File: src/rtl/dmux_cdc_rx_pkg.sv
// Shared constants and helpers for the DMUX clock-domain-crossing receiver.
package dmux_cdc_rx_pkg;

    localparam int DEFAULT_DATA_WIDTH  = 8;
    localparam int DEFAULT_SYNC_STAGES = 2;

    // Rising edge of a level, given its current and one-cycle-delayed value.
    function automatic logic rise_edge(input logic cur, input logic prev);
        return cur & ~prev;
    endfunction

endpackage

File: src/rtl/dmux_cdc_rx_if.sv
// Data bus with level qualifier from the source domain, plus captured word and strobe.
interface dmux_cdc_rx_if
    import dmux_cdc_rx_pkg::*;
#(
    parameter int DATA_WIDTH = DEFAULT_DATA_WIDTH
);
    logic [DATA_WIDTH-1:0] data_in;
    logic                  valid_in;
    logic [DATA_WIDTH-1:0] data_out;
    logic                  valid_out;

    modport master (
        output data_in,
        output valid_in,
        input  data_out,
        input  valid_out
    );

    modport slave (
        input  data_in,
        input  valid_in,
        output data_out,
        output valid_out
    );
endinterface

File: src/rtl/dmux_cdc_rx_sync.sv
// Multi-flop single-bit synchroniser; the first flop may go metastable and is given
// the remaining stages to resolve before the value is used.
module cdc_sync_bit #(
    parameter int STAGES = 2
) (
    input  logic clk,
    input  logic rst,
    input  logic d,
    output logic q
);
    (* ASYNC_REG = "TRUE" *) logic [STAGES-1:0] sync_r;

    // Shift the asynchronous level through the synchroniser chain.
    always_ff @(posedge clk or posedge rst) begin
        if (rst) begin
            sync_r <= {STAGES{1'b0}};
        end else begin
            sync_r <= {sync_r[STAGES-2:0], d};
        end
    end

    assign q = sync_r[STAGES-1];
endmodule

File: src/rtl/dmux_cdc_rx.sv
// DMUX CDC receiver: only the qualifier is synchronised; its synchronised rising edge
// selects the quasi-static source data bus into the clk_s capture register.
module dmux_cdc_rx
    import dmux_cdc_rx_pkg::*;
#(
    parameter int DATA_WIDTH  = DEFAULT_DATA_WIDTH,
    parameter int SYNC_STAGES = DEFAULT_SYNC_STAGES
) (
    input  logic          clk_s,
    input  logic          rst,
    dmux_cdc_rx_if.slave  bus
);
    logic                  valid_sync_s;
    logic                  sync_d_r;
    logic                  sel_s;
    logic [DATA_WIDTH-1:0] data_out_r;
    logic                  valid_out_r;

    cdc_sync_bit #(
        .STAGES (SYNC_STAGES)
    ) u_valid_sync (
        .clk (clk_s),
        .rst (rst),
        .d   (bus.valid_in),
        .q   (valid_sync_s)
    );

    // Mux select: one-cycle pulse on the synchronised qualifier rising.
    always_comb begin
        sel_s = rise_edge(valid_sync_s, sync_d_r);
    end

    // Edge-delay flop plus capture register; data_in is only ever read under sel_s.
    always_ff @(posedge clk_s or posedge rst) begin
        if (rst) begin
            sync_d_r    <= 1'b0;
            data_out_r  <= {DATA_WIDTH{1'b0}};
            valid_out_r <= 1'b0;
        end else begin
            sync_d_r <= valid_sync_s;
            if (sel_s) begin
                data_out_r  <= bus.data_in;
                valid_out_r <= 1'b1;
            end else begin
                data_out_r  <= data_out_r;
                valid_out_r <= 1'b0;
            end
        end
    end

    assign bus.data_out  = data_out_r;
    assign bus.valid_out = valid_out_r;
endmodule

File: src/flat_wrapper.sv
// flat-port wrapper written by rule: the top's interface ports become plain ports
module dmux_cdc_rx_flat import dmux_cdc_rx_pkg::*;
#(
    parameter int DATA_WIDTH  = DEFAULT_DATA_WIDTH,
    parameter int SYNC_STAGES = DEFAULT_SYNC_STAGES
)
  (clk_s, rst, bus_data_in, bus_valid_in, bus_data_out, bus_valid_out);
  dmux_cdc_rx_if #(.DATA_WIDTH(DATA_WIDTH)) bus_i ();
  input  logic clk_s;
  input  logic rst;
  input wire logic [$bits(bus_i.data_in)-1:0] bus_data_in;
  input wire logic [$bits(bus_i.valid_in)-1:0] bus_valid_in;
  output wire logic [$bits(bus_i.data_out)-1:0] bus_data_out;
  output wire logic [$bits(bus_i.valid_out)-1:0] bus_valid_out;
  assign bus_i.data_in = bus_data_in;
  assign bus_i.valid_in = bus_valid_in;
  assign bus_data_out = bus_i.data_out;
  assign bus_valid_out = bus_i.valid_out;
  dmux_cdc_rx #(.DATA_WIDTH(DATA_WIDTH), .SYNC_STAGES(SYNC_STAGES)) u_core (.clk_s(clk_s), .rst(rst), .bus(bus_i));
endmodule
File: config.mk
export PLATFORM = sky130hd
export DESIGN_NAME = dmux_cdc_rx_flat
export DESIGN_NICKNAME = d
export VERILOG_FILES = /design/src/rtl/dmux_cdc_rx_pkg.sv /design/src/rtl/dmux_cdc_rx_if.sv /design/src/rtl/dmux_cdc_rx_sync.sv /design/src/rtl/dmux_cdc_rx.sv /design/src/flat_wrapper.sv
export SDC_FILE = /design/constraint.sdc
export NUM_CORES = 1
export LEC_CHECK = 0
export ABC_AREA = 0
export BUFFER_PORTS_ARGS = -buffer_cell sky130_fd_sc_hd__buf_2
export CAP_MARGIN = 20
export CORE_AREA = 8 8 45 47
export DETAILED_ROUTE_END_ITERATION = 8
export DIE_AREA = 0 0 53 55
export GPL_TIMING_DRIVEN = 0
export SLEW_MARGIN = 20
export SYNTH_ARGS = -nofsm -noshare
export SYNTH_HDL_FRONTEND = slang
export SYNTH_SLANG_ARGS = --single-unit
File: constraint.sdc
create_clock -name clk_s -period 1.7 [get_ports clk_s]
set_clock_uncertainty 0.15 [all_clocks]
set_input_delay 0.34 -clock clk_s [delete_from_list [all_inputs] [get_ports clk_s]]
set_output_delay 0.34 -clock clk_s [all_outputs]
set_load 0.05 [all_outputs]
After elaboration in Yosys (flattened, before gate mapping)
Cells that the tools add are included.

storage, ports and cells
  register bits = 12
  bits of input ports = 11
  word-level logic and storage cells = 7

cells by class
  bitwise operators = 2
  mux-type cells = 1

operators by type and width
  operator     number
  $and 1x1->1  1
  $mux 1       1
  $not 1->1    1

Longest topological paths before layout
  depth in word-level cells = 3
  gate-level depth with buffers = 3
  mapped depth without buffers = 2

Cells and area by module
From an unflattened synthesis, not the netlist that was laid out.

unflattened totals
  cells, all modules = 24
  area, all modules = 461.7 µm²

modules (own cells, without submodules)
  module        seq. area each (µm²)  cells an instance  area each (µm²)  times used
  dmux_cdc_rx   250.2                 21                 407.9            1
  cdc_sync_bit  50.0                  3                  53.8             1

Least setup slack after synthesis
Ideal clock, no wire load.

  path type = register to register
  start = register u_core.sync_d_r
  end = register u_core.data_out_r[0] (netlist: u_core.bus.data_out[0])
  stages on the path, launching flop included = 4
  path buffers = 1
  clock period less this slack = 1193 ps
  arrival = 918 ps
  slack = 507 ps
  library setup time = 125 ps
  cells stage by stage = dfrtp_1 nor2b_4 buf_12 mux2_4

between the ends
  longest elaborated chain between the ends = 2

ends and longest elaborated chain
  what                    line                  RTL
  start, declared         dmux_cdc_rx.sv:14     logic sync_d_r;
  start signal, assigned  dmux_cdc_rx.sv:40     sync_d_r <= valid_sync_s;
  $not 1->1               dmux_cdc_rx_pkg.sv:9  return cur & ~prev;
  $and 1x1->1             dmux_cdc_rx_pkg.sv:9
  via u_core.sel_s        dmux_cdc_rx.sv:15     logic sel_s;
  end signal, assigned    dmux_cdc_rx.sv:37     data_out_r <= {DATA_WIDTH{1'b0}};
  end signal, assigned    dmux_cdc_rx.sv:42     data_out_r <= bus.data_in;
  end signal, assigned    dmux_cdc_rx.sv:45     data_out_r <= data_out_r;
  end, declared           dmux_cdc_rx.sv:16     logic [DATA_WIDTH-1:0] data_out_r;

The timed path passes the listed nets, and every way through them passes these cells.
A chain may end at the register's enable or synchronous reset.

Final worst setup path
  start = register u_core.data_out_r[6] (netlist: u_core.bus.data_out[6])
  end = output bus_data_out[6]

RTL lines
  what           line                RTL
  end, declared  flat_wrapper.sv:13  output wire logic [$bits(bus_i.data_out)-1:0] bus_data_out;

No word-level cell between the ends.

==> flow_metrics.py <==
metrics = {
    "clock_tree": {
        "clk_latency_ns": 0.26,
        "cts_tree": "done",
        "path_clk_slew_ns": 0.07,
        "cts_max_level": 1,
        "numCtsBuffers": 3,
        "clockBufferDepth": 2,
        "cts_resized": 0,
        "cts_root_buffer": "clkbuf_4",
        "cts.sinks": 12,
    },
    "timing": {
        "fmax_mhz": 730,
        "setup_tns_ns": 0,
        "setup_viol": 0,
        "slew_headroom": 0.704,
        "slew_violations": 0,
        "finalHoldViolations": 0,
        "tightest_slew_ns": 0.443,
        "period_minus_slack_ns": 1.37,
        "final.period_utilization": 0.805,
        "rsz0062_at_grt": "false",
    },
    "yosys": {
        "netlist_area_sq_um": 458,
        "seq_area_frac_synth": 0.656,
        "synthAdderAreaFrac": 0,
        "synth_xor_area_frac": 0,
        "yosysWarnings": 0,
        "synth-simple-area-share": 0.0301,
        "avgSynthCellArea_sq_um": 19.9,
        "synthDistinctLibCells": 5,
        "synth_compound_area_frac": 0,
        "yosys.area.top_type": "dfrtp_1",
        "synthCells": 23,
        "netlist.area_leader.share": 0.656,
        "ys_seq_elements": 12,
        "synth_top_family_by_area": "multiplexers",
        "synth_area_leaders": "dfrtp_1 (66%), mux2_4 (26%), buf_12 (4.4%), nor2b_4 (3.0%), inv_1 (0.82%)",
        "synth_nets": 34,
        "muxShareOfSynthArea": 0.262,
    },
    "global_route": {
        "grt_overflow": 0,
        "grt_use_total": 0.0659,
        "grt_max_degree": 13,
        "antenna_found_initial": 0,
        "first_global_vias": 289,
        "grt_pass1_wl_um": 1320,
    },
    "placed_design": {
        "place_area_sq_um": 573,
        "portBuffers": 19,
        "place.gp.congestion": 0.598,
    },
    "critical_path": {
        "r2r_slack_ns": 0.47,
        "worstPathArrival_ns": 0.88,
        "cp.required_ns": 1.21,
        "start_kind": "flip-flop",
        "crit_chain": "buf_2",
        "cpMaxStageDelayCell": "dfrtp_1",
        "path_delay_family": "flip-flops",
        "ff2ff_path_depth": 3,
        "path_buf_inv": 1,
        "cp.depth": 1,
        "cp-end-kind": "output pin",
        "crit_fanout": 2,
        "criticalPathCategory": "flip-flop to output pin",
        "cpPeakStageDelay_ns": 0.35,
    },
    "routing": {
        "ant_nets": 0,
        "wl_um": 791,
        "vias_per_cell": 4.27,
        "wl_per_cell_um": 12.8,
        "drc": 0,
        "drtPass1Iterations": 1,
        "drtIter0Drc": 0,
        "dr_total_vias": 265,
    },
    "hold_path": {
        "hold_path.class": "primary input to flip-flop",
        "whs_path_depth": 1,
    },
    "die": {
        "pin_count": 20,
        "dieWidth_um": 53,
        "core_sq_mm": 0.00138,
        "die_y_um": 55,
        "start_util": 0.331,
        "dieArea_sq_mm": 0.00292,
        "num_rows": 14,
    },
    "cells_and_area": {
        "n_antenna_cell": 0,
        "area_growth_pct": 32.2,
        "design_area_sq_um": 606,
        "nFillCells": 144,
        "drive_gt1_frac": 0.696,
        "final_common_cell": "buf_2",
        "layout_common_cells": "buf_2 (19), dfrtp_1 (12), mux2_4 (8)",
        "num-nets-final": 59,
        "seq_area_sq_um": 300,
        "multi_input_area_sq_um": 134,
    },
    "outcome": {
        "status": "finished, final reports clean",
    },
    "run": {
        "drv_cap": 0,
    },
    "power": {
        "cellLeakagePower_nw": 0.317,
        "power.density_mw_per_mm2": 1170,
        "ir_worst_vdd_uv": 397,
    },
}
==> where the power goes <==
part,internal (mW),switching [mW],total (mW)
sequential,0.318,0.0155,0.334
combinational,0.0749,0.138,0.213
clock,0.0817,0.0830,0.165
==> cells by family (layout without fill, tap and decap cells) <==
group | Yosys count | count (layout)
buffers and inverters | 2 | 25
DFF | 12 | 12
muxes | 8 | 8
and+or+nand+nor | 1 | 1
==> sequential cells by signal, summed over array words and instances (netlist names) <==
signal	count
u_core.sync_d_r	1
u_core.bus.valid_out	1
u_core.bus.data_out	8
u_core.u_valid_sync.sync_r	2
==> through the flow <==
step	worst slack (ns)	std cells	hold slack [ns]	utilization	total power [mW]
after global placement	0.480	58	0.185	0.414	0.553
after floorplan	0.507	23	0.0547	-	0.504
after global routing	0.272	62	0.0229	0.438	0.756
after CTS	0.313	62	0.0276	0.438	0.730
final	0.331	62	0.0349	0.438	0.712
after detailed placement	0.475	58	0.193	0.414	0.554
==> worst paths after layout <==
path,from,end
worst min-delay path,bus_valid_in,u_core.u_valid_sync.sync_r[0]$_DFF_PP0_
min in group asynchronous,rst,u_core.bus.data_out[6]$_DFFE_PP0P_
worst max-delay path,u_core.bus.data_out[6]$_DFFE_PP0P_,bus_data_out[6]
max in group asynchronous,rst,u_core.bus.data_out[2]$_DFFE_PP0P_
worst min register to register,u_core.u_valid_sync.sync_r[0]$_DFF_PP0_,u_core.u_valid_sync.sync_r[1]$_DFF_PP0_
worst max register to register,u_core.sync_d_r$_DFF_PP0_,u_core.bus.data_out[2]$_DFFE_PP0P_
==> final cells by class <==
class | count | area share
plain buffers | 1 | 0.0331
flip-flops and latches | 12 | 0.496
clock buffers | 3 | 0.0372
multi-input cells | 9 | 0.221
inverters | 1 | 0.00620
well taps | 16 | 0.0331
repair buffers | 20 | 0.174
==> cell usage after synthesis, drive strengths merged <==
| cell | count |
|---|---|
| nor2b | 1 |
| dfrtp | 12 |
| inv | 1 |
| buf | 1 |
| mux2 | 8 |
==> metal layers <==
metal / vias to the layer above / wire length [um] / share of wire / global-route usage
met1: 129 / 329 / 0.42 / 0.0772
li1: 123 / - / - / -
met2: 13 / 356 / 0.45 / 0.0879
met3: 0 / 104 / 0.13 / 0.0348
met4: 0 / 0 / 0 / 0.0517
met5: - / 0 / 0 / 0
==> what timing repair did <==
action | CTS | global route
hold buffers | 1 | 0
buffers inserted | 0 | 0
hold endpoints to repair | 12 | 0
endpoints found under the setup margin | 0 | 0
Power figures use the tool's default switching activity.
